$ cat config.mk
export PLATFORM = sky130hd
export DESIGN_NAME = playlist_sequencer
export DESIGN_NICKNAME = d
export VERILOG_FILES = /design/src/rtl/playlist_pkg.sv /design/src/rtl/note_scaler.sv /design/src/rtl/playlist_sequencer.sv
export SDC_FILE = /design/constraint.sdc
export NUM_CORES = 1
export LEC_CHECK = 0
export BUFFER_PORTS_ARGS = -buffer_cell sky130_fd_sc_hd__buf_2
export CORE_UTILIZATION = 40
export DETAILED_ROUTE_END_ITERATION = 8
export PLACE_DENSITY = 0.64
export REMOVE_ABC_BUFFERS = 1
export SYNTH_ARGS = -nofsm -noshare
export SYNTH_HDL_FRONTEND = slang
export SYNTH_SLANG_ARGS = --single-unit
$ cat constraint.sdc
create_clock -name clk -period 4 [get_ports clk]
set_input_delay 0 -clock clk [delete_from_list [all_inputs] [get_ports clk]]
set_output_delay 0 -clock clk [all_outputs]
set_load 0.01 [all_outputs]
$ cat src/rtl/playlist_pkg.sv
// Shared constants and types for the playlist sequencer.
// Latency: n/a (package only).
// Backpressure: n/a.
//
// Contents: play-mode encodings, FSM state enum, and the prev-button restart
// threshold (address at or beyond which prev restarts the current track).
package playlist_pkg;

  localparam logic [1:0] MODE_SEQ     = 2'd0;
  localparam logic [1:0] MODE_SHUF    = 2'd1;
  localparam logic [1:0] MODE_CHOICE  = 2'd2;
  localparam logic [1:0] MODE_REPEAT  = 2'd3;

  localparam int PREV_RESTART_THRESH = 16;

  typedef enum logic [2:0] {
    ST_IDLE,
    ST_LOAD,
    ST_PLAY,
    ST_PAUSED,
    ST_END,
    ST_SELECT
  } state_t;

endpackage

$ cat src/rtl/note_scaler.sv
// Scales a ROM note word by SCALE_NUM / 2^SCALE_SHIFT, saturating to DATA_W bits.
// Latency: 1 clk (registered result).
// Backpressure: none; a new word is accepted every cycle.
//
// Ports:
//   clk, rst_n  - clock, async active-low reset (result clears to 0)
//   din         - raw note word from ROM
//   dout        - min((din * SCALE_NUM) >> SCALE_SHIFT, 2^DATA_W-1)
module note_scaler #(
  parameter int DATA_W      = 16,
  parameter int SCALE_NUM   = 89478,
  parameter int SCALE_SHIFT = 16
) (
  input  logic              clk,
  input  logic              rst_n,
  input  logic [DATA_W-1:0] din,
  output logic [DATA_W-1:0] dout
);

  // 18 spare bits hold the full product of a DATA_W word and an 18-bit constant.
  localparam int PROD_W = DATA_W + 18;
  localparam logic [PROD_W-1:0] SCALE_K = PROD_W'(SCALE_NUM);
  localparam logic [PROD_W-1:0] SAT_MAX = PROD_W'({DATA_W{1'b1}});

  logic [PROD_W-1:0] prod;
  logic [PROD_W-1:0] shifted;

  always_comb begin
    prod    = PROD_W'(din) * SCALE_K;
    shifted = prod >> SCALE_SHIFT;
  end

  always_ff @(posedge clk or negedge rst_n) begin
    if (!rst_n) begin
      dout <= '0;
    end else if (shifted > SAT_MAX) begin
      dout <= '1;
    end else begin
      dout <= shifted[DATA_W-1:0];
    end
  end

endmodule

$ cat src/rtl/playlist_sequencer.sv
// Walks a playlist of note ROMs (seq/shuffle/choice/repeat), drives ROM address/bank, scales notes out.
// Latency: rom_addr/rom_track registered; out_data follows the ROM word by 1 clk.
// Backpressure: none; position advances only on step, pause holds position.
//
// Ports:
//   clk, rst_n            - clock, async active-low reset
//   step                  - note-rate advance pulse
//   pause                 - level; freezes position and mutes out_data
//   mode                  - 0 seq, 1 shuffle, 2 choice, 3 repeat-one
//   choice                - track for mode 2
//   next, prev            - skip pulses (next wins if both)
//   rand_in               - random track index for shuffle
//   track_len             - per-track lengths, track i at [i*ADDR_W +: ADDR_W]
//   rom_addr, rom_track   - ROM read address / bank select
//   rom_data              - ROM word, valid one clk after address
//   out_data              - scaled, saturated note word (0 unless playing)
//   cur_track, playing    - status
//   track_done            - one-cycle pulse when a track ends naturally
module playlist_sequencer
  import playlist_pkg::*;
#(
  parameter int NUM_TRACKS  = 4,
  parameter int TRK_W       = $clog2(NUM_TRACKS),
  parameter int ADDR_W      = 11,
  parameter int DATA_W      = 16,
  parameter int SCALE_NUM   = 89478,
  parameter int SCALE_SHIFT = 16
) (
  input  logic                         clk,
  input  logic                         rst_n,
  input  logic                         step,
  input  logic                         pause,
  input  logic [1:0]                   mode,
  input  logic [TRK_W-1:0]             choice,
  input  logic                         next,
  input  logic                         prev,
  input  logic [TRK_W-1:0]             rand_in,
  input  logic [NUM_TRACKS*ADDR_W-1:0] track_len,
  output logic [ADDR_W-1:0]            rom_addr,
  output logic [TRK_W-1:0]             rom_track,
  input  logic [DATA_W-1:0]            rom_data,
  output logic [DATA_W-1:0]            out_data,
  output logic [TRK_W-1:0]             cur_track,
  output logic                         playing,
  output logic                         track_done
);

  localparam logic [TRK_W-1:0]  LAST_TRK   = TRK_W'(NUM_TRACKS - 1);
  localparam logic [ADDR_W-1:0] RESTART_TH = ADDR_W'(PREV_RESTART_THRESH);

  state_t             state;
  logic [TRK_W-1:0]   cur;
  logic [ADDR_W-1:0]  addr;
  logic [DATA_W-1:0]  scaled;

  logic [ADDR_W-1:0]  cur_len;
  logic [TRK_W-1:0]   trk_inc;
  logic [TRK_W-1:0]   trk_dec;
  logic [TRK_W-1:0]   sel_trk;
  logic               rand_ok;
  logic               choice_ok;
  logic               choice_jump;
  logic               last_step;
  logic               prev_restart;

  // ROM bank and status both come from the one track register, so they can never disagree.
  assign rom_addr  = addr;
  assign rom_track = cur;
  assign cur_track = cur;

  // Scaler runs every cycle; muting is applied on its registered result.
  assign out_data = playing ? scaled : '0;

  always_comb begin
    cur_len      = track_len[int'(cur)*ADDR_W +: ADDR_W];
    trk_inc      = (cur == LAST_TRK) ? '0 : cur + 1'b1;
    trk_dec      = (cur == '0) ? LAST_TRK : cur - 1'b1;
    // Shuffle never repeats the current track and rejects out-of-range draws.
    rand_ok      = (32'(rand_in) < 32'(NUM_TRACKS)) && (rand_in != cur);
    choice_ok    = 32'(choice) < 32'(NUM_TRACKS);
    choice_jump  = (mode == MODE_CHOICE) && choice_ok && (choice != cur);
    last_step    = (addr == cur_len - 1'b1);
    prev_restart = (addr >= RESTART_TH);

    sel_trk = cur;
    case (mode)
      MODE_SEQ:    sel_trk = trk_inc;
      MODE_SHUF:   sel_trk = rand_ok ? rand_in : trk_inc;
      MODE_CHOICE: sel_trk = choice_ok ? choice : cur;
      default:     sel_trk = cur;
    endcase
  end

  // playing and track_done are decoded from the transition being taken so
  // they line up exactly with the state they describe.
  always_ff @(posedge clk or negedge rst_n) begin
    if (!rst_n) begin
      state      <= ST_IDLE;
      cur        <= '0;
      addr       <= '0;
      playing    <= 1'b0;
      track_done <= 1'b0;
    end else begin
      playing    <= 1'b0;
      track_done <= 1'b0;
      case (state)
        ST_IDLE: begin
          cur   <= '0;
          addr  <= '0;
          state <= ST_LOAD;
        end

        // Address and bank were set on entry; one cycle lets the ROM answer.
        ST_LOAD: begin
          if (cur_len == '0) begin
            state <= ST_SELECT;
          end else if (pause) begin
            state <= ST_PAUSED;
          end else begin
            state   <= ST_PLAY;
            playing <= 1'b1;
          end
        end

        ST_PLAY, ST_PAUSED: begin
          if (next) begin
            state <= ST_SELECT;
          end else if (prev) begin
            state <= ST_LOAD;
            addr  <= '0;
            if (!prev_restart) begin
              cur <= trk_dec;
            end
          end else if ((state == ST_PLAY) && choice_jump) begin
            state <= ST_LOAD;
            cur   <= choice;
            addr  <= '0;
          end else if (pause) begin
            state <= ST_PAUSED;
          end else if (state == ST_PAUSED) begin
            state   <= ST_PLAY;
            playing <= 1'b1;
          end else if (step && last_step) begin
            state      <= ST_END;
            track_done <= 1'b1;
          end else begin
            playing <= 1'b1;
            if (step) begin
              addr <= addr + 1'b1;
            end
          end
        end

        ST_END: begin
          state <= ST_SELECT;
        end

        ST_SELECT: begin
          cur   <= sel_trk;
          addr  <= '0;
          state <= ST_LOAD;
        end

        default: begin
          state <= ST_IDLE;
        end
      endcase
    end
  end

  note_scaler #(
    .DATA_W      (DATA_W),
    .SCALE_NUM   (SCALE_NUM),
    .SCALE_SHIFT (SCALE_SHIFT)
  ) u_scaler (
    .clk   (clk),
    .rst_n (rst_n),
    .din   (rom_data),
    .dout  (scaled)
  );

endmodule
== Word level (Yosys, flattened, before mapping) ==
Cells that the tools add are included.
Widths: inputs -> output; s select.

* Add/sub/neg operators: 4
* Multipliers: 2
* $lt $le $gt $ge: 2
* Equal/unequal tests: 20
* Shifts and indexed selects: 1
* Muxes and demuxes: 44
* Reductions and logical operators: 13

{| class="wikitable"
|+ Operators with widths
! kind !! number
|-
| $mux 11 || 7
|-
| $shiftx 44x7->11 || 1
|-
| $mul 16x16->32 const B || 1
|-
| $mux 16 || 2
|-
| $pmux 11 s2 || 1
|-
| $mux 3 || 7
|-
| $gt 17x16->1 const B || 1
|-
| $mux 1 || 16
|-
| $ne 4x4->1 const B || 4
|-
| $mux 2 || 7
|-
| $pmux 2 s3 || 2
|-
| $pmux 3 s4 || 1
|-
| $add 11x1->11 const B || 1
|-
| $eq 11x11->1 || 1
|-
| $ge 11x5->1 const B || 1
|-
| $logic_not 11->1 || 1
|-
| $sub 11x1->11 const B || 1
|-
| $ne 7x7->1 const B || 1
|-
| $eq 3x2->1 const B || 2
|-
| $eq 3x3->1 const B || 2
|-
| $mul 2x4->6 const B || 1
|-
| $ne 3x3->1 const B || 2
|-
| $reduce_and 6->1 || 1
|-
| $reduce_and 5->1 || 1
|-
| other kinds (15) || 21
|}

* Bits in registers: 34
* Output and inout bits: 33
* Word-level logic and storage cells: 92

== Logic depth before layout (Yosys ltp) ==
Gate-level depths: netlist of run 1.

* Depth after elaboration: 12
* Gate-level depth with buffers: 22

== By module ==
A second synthesis of run 1 with hierarchy kept.

* Cell total of the unflattened synthesis: 771
* Area total of the unflattened synthesis: 7,313.3 µm²

{| class="wikitable"
|+ Modules (own cells, without submodules)
! module !! times used !! cells an instance !! area an instance (µm²) !! seq. area each (µm²)
|-
| note_scaler || 1 || 494 || 5,081.1 || 400.4
|-
| playlist_sequencer || 1 || 277 || 2,232.1 || 450.4
|}

== Worst setup path after synthesis of run 1 ==
OpenSTA, ideal clock, no wires.

* Path kind: input port to flip-flop
* Start point: in rom_data[1]
* End point: reg u_scaler.dout[12]
* Library setup time: 0.141 ns
* Arrival: 4.924 ns
* Path slack: -1.065 ns
* Stages: 19
* Path buffers: 1
* Cell sequence: ha_1 -> inv_1 -> fa_1 -> inv_1 -> fa_1 -> fa_1 -> inv_1 -> fa_1 -> fa_1 -> inv_1 -> ha_1 -> nand3_1 -> or3_1 -> o21bai_1 -> a21o_1 -> nand4_1 -> a21oi_1 -> clkbuf_1 -> o22ai_1

* Longest elaborated chain between the ends: 3

{| class="wikitable"
|+ Ends and longest elaborated chain
! what !! RTL line !! RTL
|-
| start: declaration || playlist_sequencer.sv:41 || <nowiki>input logic [DATA_W-1:0] rom_data,</nowiki>
|-
| $mul 16x16->32 (*) || note_scaler.sv:29 || <nowiki>prod = PROD_W'(din) * SCALE_K;</nowiki>
|-
| $gt 17x16->1 || note_scaler.sv:36 || <nowiki>end else if (shifted > SAT_MAX) begin</nowiki>
|-
| $mux 16 (*) || note_scaler.sv:36 ||
|-
| end signal: assignment || note_scaler.sv:39 || <nowiki>dout <= shifted[DATA_W-1:0];</nowiki>
|-
| end: declaration || note_scaler.sv:17 || <nowiki>output logic [DATA_W-1:0] dout</nowiki>
|}

Mark *: on every way between the ends. The rest lies on a longest branch, timed or not.
A chain may end at the register's enable or synchronous reset.

== Final worst setup path of run 1 ==
* Start point: in rom_data[6]
* End point: reg u_scaler.dout[7]

The elaborated chain is that of the path after synthesis.

==> impl_metrics.csv, run 1 <==
group,metric,value,unit
pwr,leakagePower,5.00,nW
die,die_h,137,µm
layout,antennaDiodeCount,0,
logic_synthesis,ys.flop_type,"dfrtp_1",
clocking,cts_tree,"done",
logic_synthesis,synth.distinct_cells,67,
pwr,powerDensity,970,nW/µm²
setup_path,required,4160,ps
flow_run,maxCapViolations,0,
layout,nNetsFinal,1295,
global_routing,grt_pass1_vias,6242,
layout,drive_above_1_share,32.8,%
global_routing,grt_pass1_wl,30.0,mm
detailed_routing,drt-total-wl,18.2,mm
logic_synthesis,synth_area,7300,µm²
logic_synthesis,synth_warnings,0,
sta,relSlewSlack,47.9,%
status,violations,"negative setup slack",
logic_synthesis,syn_inst,768,
logic_synthesis,ys_async_sr_fraction,100,%
clocking,cts-buffers-inserted,5,
detailed_routing,ant_nets,0,
setup_path,crit_fanout,5,
sta,worst_slack,-594,ps
placement,io_buffers,104,
sta,whs,79.8,ps
die,die_width,137,µm
global_routing,grt_use_total,20.2,%
sta,final.min_clock_period,4590,ps
logic_synthesis,synth_top_area_share,25.4,%
sta,rsz0062_at_grt,"true",
logic_synthesis,ys_seq_area_share,11.7,%
layout,postLayoutCoreUtil,54.0,%
clocking,insertion_delay,280,ps
die,core-area,17900,µm²
placement,gp_congestion,0.853,
setup_path,crit_buf_inv,7,
detailed_routing,drtIter0Drc,346,
clocking,htreeDepth,2,
logic_synthesis,synth_area_leader_cell,"ha_1",
sta,finalSetupViolCount,16,
setup_path,cp_top_family,"adder cells",
global_routing,grt.overflow.total,0,
setup_path,cp-end-kind,"flop",
sta,fin_crit_sh,115,%
setup_path,slowest_delay,540,ps
detailed_routing,drc,0,
sta,fin_tns_setup,-8790,ps
global_routing,grt_max_degree,35,
setup_path,path_cells,"buf_12 -> ha_4 -> inv_2 -> fa_1 -> inv_2 -> fa_1 -> fa_1 -> inv_2 -> fa_1 -> fa_1 -> inv_2 -> ha_4 -> nand3_2 -> or3_4 -> o21ai_0 -> buf_4 -> a31oi_2 -> buf_4 -> o21bai_1 -> xnor2_1 -> o21ai_0",
hold_path,min_path_type,"input pin to flop",
setup_path,critPathSlowestCell,"fa_1",
detailed_routing,vias,6244,
die,fp.dieArea,18800,µm²
detailed_routing,avgRoutedWirePerCell,14.8,µm
detailed_routing,dr.pass1.iters,4,
detailed_routing,viasPerCell,5.10,
sta,clock.fmax,218,MHz
logic_synthesis,synth_seq_cells,34,
layout,syn_to_final_growth,32.4,%
sta,drv_slew,0,
pwr,peakVddDrop,927,µV
die,io_pins,105,
placement,dp_hpwl,14.7,mm
clocking,clkTransAtPathRegs,60,ps
logic_synthesis,yosys.cell_count.top_type,"inv_1",
sta,hold_viol,0,
logic_synthesis,synth.avg_cell_area,9.50,µm²
die,initial_core_util,40.8,%
clocking,cts-root-buf,"clkbuf_16",
logic_synthesis,synth_edf_count,0,
status,status,"finished, violations left",
logic_synthesis,ys_top_cells_by_count,"inv_1 (153), ha_1 (148), fa_1 (80), dfrtp_1 (34), nand2_1 (29)",
sta,worst_pin_slew,781,ps
setup_path,critPathLaunchType,"input pin",
logic_synthesis,synthTopCellsByArea,"ha_1 (25%), fa_1 (22%), dfrtp_1 (12%), inv_1 (7.9%), mux4_2 (2.8%)",
setup_path,crit_top_cell,"fa_1",
clocking,cts.sinks,34,
setup_path,crit_arrival,4750,ps
clocking,clk_path_buf_depth,2,
sta,fin_skew,5.08,ps
global_routing,grt_antenna_before_repair,0,
setup_path,crit_type,"input pin to flop",
die,rows,49,
## routing by layer
layer / up-vias / global-route usage [%] / wire, µm
met1: 3045 / 29.6 / 9000
met3: 12 / 2.00 / 403
li1: 3107 / - / -
met2: 80 / 33.0 / 8650
met5: - / 0 / 0
met4: 0 / 2.08 / 115
## logic make-up after synthesis
| kind of cell | share of synthesized area [%] |
|---|---|
| AND/OR/NAND/NOR | 12.7 |
| adder cells (fa/ha/maj) | 47.3 |
| flip-flops | 11.7 |
| buffers and inverters | 9.55 |
| XOR/XNOR | 3.00 |
| multiplexers | 3.93 |
| AO/OA/AOI/OAI | 11.8 |
## through the flow
step	cell area, µm²	std cells	total power [mW]	setup slack, ps
after floorplan	7180	748	4.92	-1260
after global placement	8910	1204	7.64	-1200
after detailed placement	8910	1204	7.68	-1290
after CTS	9590	1224	9.14	-562
after global routing	9670	1225	10.4	-782
final	9670	1225	9.38	-594
## power by group
part	switching [mW]	internal [mW]	total, mW
Clock	0.148	0.293	0.442
Combinational	3.91	4.37	8.28
Sequential	0.132	0.527	0.658
## state kept, by name, indices dropped and copies added (netlist names)
| name | cells |
|---|---|
| state | 3 |
| u_scaler.dout | 16 |
| rom_addr | 11 |
| track_done | 1 |
| playing | 1 |
| cur_track | 2 |
## path summary, 6_finish.rpt
kind / start / to / slack (ps) / depth (start not counted)
worst max-delay path: rom_data[6] / u_scaler.dout[7] / -590 / 21
worst min-delay path: next / track_done / 80 / 4
worst max register to register: cur_track[0] / rom_addr[1] / 640 / 8
worst min register to register: state[1] / state[0] / 590 / 1
max in group asynchronous: rst_n / rom_addr[4] / 3150 / 2
min in group asynchronous: rst_n / u_scaler.dout[15] / 340 / 2
## final cells by class
| type | instances | area (µm²) |
|---|---|---|
| multi-input combinational | 561 | 6150 |
| tap | 229 | 287 |
| clock inverter | 3 | 45.0 |
| clock buffer | 5 | 125 |
| fill | 1611 | 8240 |
| inverter | 153 | 574 |
| timing repair buffer | 240 | 1630 |
| sequential | 34 | 851 |
## worst min-delay path: cells and delay by family
kind | cells | cell delay [ps]
buffers and inverters | 1 | 110
and+or+nand+nor | 3 | 210
## what timing repair did
| item | 4_1_cts | 5_1_grt |
|---|---|---|
| setup endpoints to repair | 16 | 16 |
| hold buffers | 2 | 0 |
| resized for setup | 82 | 15 |
| pin swaps | 56 | 9 |
| buffers inserted | 10 | 1 |
| hold endpoints to repair | 35 | 0 |
## placed cells by master (no fill, tap or decap), drive strengths merged, types with 4 or more instances in the layout
| cell type | count |
|---|---|
| o21a | 5 |
| xnor2 | 13 |
| a21oi | 25 |
| nor2 | 26 |
| nor3b | 4 |
| dfrtp | 34 |
| nand3 | 20 |
| o21bai | 6 |
| inv | 153 |
| mux4 | 11 |
| o21ai | 24 |
| nor3 | 14 |
| fa | 80 |
| ha | 148 |
| nand4 | 10 |
| or3 | 4 |
| nand2 | 29 |
| a21o | 4 |
| clkbuf | 5 |
| nor4 | 6 |
| and3 | 17 |
| buf | 238 |
| and2 | 21 |
| a211oi | 7 |
| o31ai | 9 |
| a41oi | 5 |
| xor2 | 12 |
| a32o | 5 |
| o22ai | 11 |
| or2 | 4 |
No activity file was read; power rests on OpenSTA's default activity.
==> run 2, diff against run 1 <==
ABC_AREA = 1   (was unset)
==> impl_metrics.csv, run 2 <==
group,metric,value,unit
placement,dp_hpwl,17.5,mm
logic_synthesis,synthTopCellsByArea,"ha_1 (24%), fa_1 (21%), dfrtp_1 (11%), inv_1 (11%), nand2_1 (10%)",
placement,dp_slack,-925,ps
logic_synthesis,ys.flop_type,"dfrtp_1",
die,die_width,142,µm
logic_synthesis,ys_async_sr_fraction,100,%
logic_synthesis,synth_area,7800,µm²
logic_synthesis,yosys.cell_count.top_type,"inv_1",
detailed_routing,drtIter0Drc,208,
logic_synthesis,synth-compound-area-share,7.75,%
sta,whs,98.8,ps
global_routing,grt_pass1_vias,7101,
setup_path,crit_type,"input pin to flop",
layout,nFillCells,1745,
logic_synthesis,synth.distinct_cells,41,
sta,fin_skew,2.57,ps
logic_synthesis,yosys.area_share.simple,21.6,%
clocking,cts.sinks,34,
global_routing,grt_pass1_wl,33.2,mm
die,die_h,142,µm
sta,rsz0062_at_grt,"true",
detailed_routing,avgRoutedWirePerCell,13.8,µm
logic_synthesis,syn_inst,1019,
detailed_routing,drc,0,
layout,fin_area,10400,µm²
setup_path,critPathLaunchType,"input pin",
clocking,insertion_delay,270,ps
sta,clock.fmax,234,MHz
logic_synthesis,ys_seq_area_share,10.9,%
logic_synthesis,synth_warnings,0,
layout,syn_to_final_growth,33.4,%
layout,antennaDiodeCount,0,
detailed_routing,drt-total-wl,20.9,mm
logic_synthesis,synth_top_area_share,23.7,%
sta,worst_pin_slew,730,ps
sta,finalSetupViolCount,16,
layout,regMostFlops,"u_scaler.dout",
die,core-area,18900,µm²
sta,final.min_clock_period,4270,ps
logic_synthesis,synth.avg_cell_area,7.65,µm²
logic_synthesis,synth_top_family_by_area,"adder cells",
setup_path,crit_arrival,4420,ps
sta,worst_slack,-266,ps
logic_synthesis,ys_top_cells_by_count,"inv_1 (220), nand2_1 (215), ha_1 (148), fa_1 (80), nor2_1 (60)",
layout,drive_above_1_share,29.8,%
die,initial_core_util,41.3,%
placement,gp_congestion,0.909,
detailed_routing,dr.pass1.iters,4,
global_routing,grt_use_total,20.8,%
clocking,cts_tree,"done",
detailed_routing,viasPerCell,4.83,
logic_synthesis,synth_seq_cells,34,
clocking,htreeDepth,2,
layout,largest_register_ff_count,16,
sta,hold_viol,0,
die,io_pins,105,
placement,io_buffers,104,
global_routing,grt.overflow.total,0,
logic_synthesis,synth_xor_area_share,3.21,%
layout,nNetsFinal,1546,
global_routing,grt_max_degree,35,
hold_path,min_path_type,"input pin to flop",
clocking,cts-buffers-inserted,5,
logic_synthesis,synth_edf_count,0,
clocking,clkTransAtPathRegs,50,ps
logic_synthesis,synth_area_leader_cell,"ha_1",
global_routing,grt_antenna_before_repair,0,
setup_path,required,4160,ps
logic_synthesis,synthMuxAreaShare,0,%
placement,placed_area,9450,µm²
die,fp.dieArea,20100,µm²
clocking,clk_path_buf_depth,2,
status,violations,"negative setup slack",
layout,final_common_cell,"inv_1",
setup_path,cp-end-kind,"flop",
sta,relSlewSlack,51.3,%
setup_path,crit_fanout,6,
die,rows,50,
layout,most-common-layout-cells,"inv_1 (212), nand2_1 (198), buf_4 (125)",
status,status,"finished, violations left",
flow_run,maxCapViolations,0,
sta,fin_crit_sh,107,%
sta,drv_slew,0,
clocking,cts-root-buf,"clkbuf_16",
logic_synthesis,synthAdderAreaFrac,44.3,%
detailed_routing,vias,7280,
detailed_routing,ant_nets,0,
==> run 2: metrics by stage <==
step	util, %	setup TNS [ps]	std cells
2_1_floorplan	-	-10000	1001
3_3_place_gp	50.0	-13320	1488
6_report	55.1	-4120	1507
5_1_grt	55.1	-6230	1507
4_1_cts	53.9	-3280	1504
3_5_place_dp	50.0	-14420	1488
==> run 2: layout make-up <==
type                       instances  area [µm²]  area share, %
clock buffer                       7         143           1.37
clock inverter                     1        5.00         0.0481
inverter                         222         836           8.03
multi-input combinational        745        6630           63.7
sequential                        34         851           8.18
tap                              260         325           3.13
timing repair buffer             238        1610           15.5
==> run 2: path summary, 6_finish.rpt <==
path / startpoint / end / slack (ps) / cells after the start
max: rom_data[5] / u_scaler.dout[8] / -270 / 23
min in group asynchronous: rst_n / cur_track[1] / 330 / 2
max in group asynchronous: rst_n / u_scaler.dout[0] / 3190 / 2
min: next / state[0] / 100 / 3
max reg2reg: cur_track[0] / rom_addr[6] / 1100 / 18
min reg2reg: rom_addr[4] / rom_addr[4] / 580 / 2
==> run 2: worst max-delay path, stage by stage <==
cell     delay [ps]
buf_12          110
ha_4            260
inv_2            30
fa_1            520
inv_1            50
fa_1            480
fa_1            510
inv_1            70
fa_1            480
fa_1            510
inv_2            50
ha_4            280
buf_6           110
nand2_2          70
nor2_2          120
inv_2            60
nor2_2          110
nand3_1         120
nand2_1          90
nand2_1          60
nand2_2         130
buf_6           140
o21ai_1          60
==> run 2: cells by family (layout without fill, tap and decap cells) <==
kind of cell	after synthesis	in the layout
fa+ha+maj	228	228
flops	34	34
simple gates	384	384
xor+xnor	27	27
compound gates	106	106
buf+inv	240	468
==> run 2: routing by layer <==
layer  part of all wire (%)  track usage, %  wire [µm]
met1                     45            26.1       9310
met2                     50            38.5      10400
met3                    3.9            1.42        820
met4                    1.4            4.92        282
met5                      0               0          0
==> run 2: what timing repair did <==
action,CTS,global route
pin swaps,43,25
gates resized for setup,101,47
endpoints found under the hold margin,34,0
buffers inserted,6,3
hold buffers,1,0
setup endpoints to repair,16,16
gates cloned,1,0
Power of run 2 is left out: the tool's default activity adds up to more than one toggle a clock period on the data nets, which glitch-free logic cannot reach.
==> run 3, diff against run 2 <==
ABC_CLOCK_PERIOD_IN_PS = 3600   (was unset)
PLACE_DENSITY = 0.66   (was 0.64)
clock period = 3.6 ns   (was 4 ns; I/O delays follow)
==> impl_metrics.csv, run 3 (synthesized netlist as in run 2, its figures left out) <==
group,metric,value,unit
detailed_routing,vias,7347,
global_routing,grt.overflow.total,0,
layout,largest_register_ff_count,16,
status,violations,"negative setup slack",
layout,nFillCells,1708,
hold_path,whs_path_depth,3,
sta,hold_viol,0,
placement,dp_hpwl,17.2,mm
sta,relSlewSlack,49.9,%
detailed_routing,drt-total-wl,21.3,mm
flow_run,maxCapViolations,0,
die,io_pins,105,
clocking,cts-buffers-inserted,5,
sta,fin_crit_sh,120,%
sta,drv_slew,0,
sta,fin_skew,1.95,ps
setup_path,rrSetupSlack,560,ps
detailed_routing,ant_nets,0,
global_routing,grt_max_degree,35,
setup_path,crit_fanout,6,
layout,syn_to_final_growth,36.1,%
global_routing,grt_pass1_vias,7321,
hold_path,hp-start,"next",
placement,dp.cells,1493,
die,fp.dieArea,20100,µm²
status,status,"finished, violations left",
setup_path,required,3760,ps
placement,dp_slack,-1280,ps
detailed_routing,drtIter0Drc,266,
setup_path,crit_arrival,4490,ps
clocking,insertion_delay,270,ps
detailed_routing,avgRoutedWirePerCell,14.0,µm
sta,worst_slack,-734,ps
clocking,htreeDepth,2,
clocking,cts.sinks,34,
layout,final_common_cell,"inv_1",
global_routing,grt_antenna_before_repair,0,
sta,rsz0062_at_grt,"true",
setup_path,crit_type,"input pin to flop",
die,initial_core_util,41.3,%
detailed_routing,viasPerCell,4.84,
sta,whs,81.6,ps
sta,clock.fmax,231,MHz
detailed_routing,drc,0,
die,rows,50,
layout,drive_above_1_share,31.2,%
setup_path,critPathLaunchType,"input pin",
sta,finalSetupViolCount,16,
layout,antennaDiodeCount,0,
setup_path,reg2reg_depth,18,
die,die_h,142,µm
sta,worst_pin_slew,751,ps
layout,most-common-layout-cells,"inv_1 (210), nand2_1 (198), buf_4 (138)",
setup_path,critPathSlowestCell,"fa_1",
sta,final.min_clock_period,4330,ps
setup_path,path_cells,"buf_8 -> ha_4 -> inv_2 -> fa_1 -> inv_1 -> fa_1 -> fa_1 -> inv_2 -> fa_1 -> fa_1 -> inv_2 -> ha_4 -> a21oi_4 -> o21ai_2 -> a21oi_2 -> o31ai_1 -> a21oi_1 -> nand2_1 -> nand2_1 -> nand2_2 -> buf_6 -> nand3_2",
die,die_width,142,µm
global_routing,grt_use_total,21.1,%
global_routing,grt_pass1_wl,34.0,mm
clocking,cts-root-buf,"clkbuf_16",
layout,regMostFlops,"u_scaler.dout",
setup_path,cp-end-kind,"flop",
die,core-area,18900,µm²
clocking,cts_tree,"done",
layout,nNetsFinal,1557,
layout,stdcell_count,1518,
hold_path,worst_hold_path.endpoint,"state[0]",
setup_path,startpoint,"rom_data[5]",
hold_path,min_path_type,"input pin to flop",
setup_path,reg2reg_from,"cur_track[0]",
clocking,clkTransAtPathRegs,50,ps
setup_path,r2r-end,"rom_addr[5]",
setup_path,crit_top_cell,"fa_1",
sta,fin_tns_setup,-11570,ps
detailed_routing,dr.pass1.iters,5,
setup_path,slowest_delay,530,ps
clocking,clk_path_buf_depth,2,
placement,io_buffers,104,
placement,gp_congestion,0.898,
==> run 3: repair_timing <==
item | in CTS | in global routing
endpoints found under the setup margin | 16 | 16
pin swaps | 51 | 29
setup buffers | 8 | 7
resized for setup | 103 | 63
cloned | 1 | 0
hold buffers | 1 | 0
hold endpoints to repair | 34 | 0
==> run 3: metrics by stage <==
stage	util, %	area (µm²)
after floorplan	-	7680
after global placement	50.2	9490
after detailed placement	50.2	9490
after CTS	54.4	10300
after global routing	56.2	10600
final	56.2	10600
==> run 3: layout make-up <==
class | instances | area [µm²] | area share [%]
clock buffer | 7 | 143 | 1.34
tap | 260 | 325 | 3.07
inverter | 222 | 836 | 7.88
timing repair buffer | 249 | 1700 | 16.0
sequential | 34 | 851 | 8.02
multi-input combinational | 745 | 6760 | 63.7
clock inverter | 1 | 5.00 | 0.0472
==> run 3: layer usage <==
layer | part of all wire (%) | global-route usage (%) | routed length, µm | vias up
li1 | - | - | - | 3705
met1 | 43 | 26.0 | 9100 | 3431
met2 | 52 | 40.3 | 11000 | 193
met3 | 4.2 | 1.32 | 897 | 18
met4 | 1.2 | 4.24 | 259 | 0
met5 | 0 | 0 | 0 | -
==> run 3: worst max-delay path by stage <==
stage	end	depth (start not counted)
6_report	u_scaler.dout[14]	22
3_3_place_gp	u_scaler.dout[6]	21
4_1_cts	u_scaler.dout[10]	22
2_1_floorplan	u_scaler.dout[10]	20
3_5_place_dp	u_scaler.dout[6]	21
5_1_grt	u_scaler.dout[14]	22
==> run 3: critical path: cells and delay by family <==
| kind | cells | cell delay [ps] |
|---|---|---|
| buffers and inverters | 6 | 430 |
| AO/OA/AOI/OAI | 5 | 680 |
| AND/OR/NAND/NOR | 4 | 350 |
| adder cells (fa/ha/maj) | 7 | 3030 |
Power of run 3 is left out for the same reason.
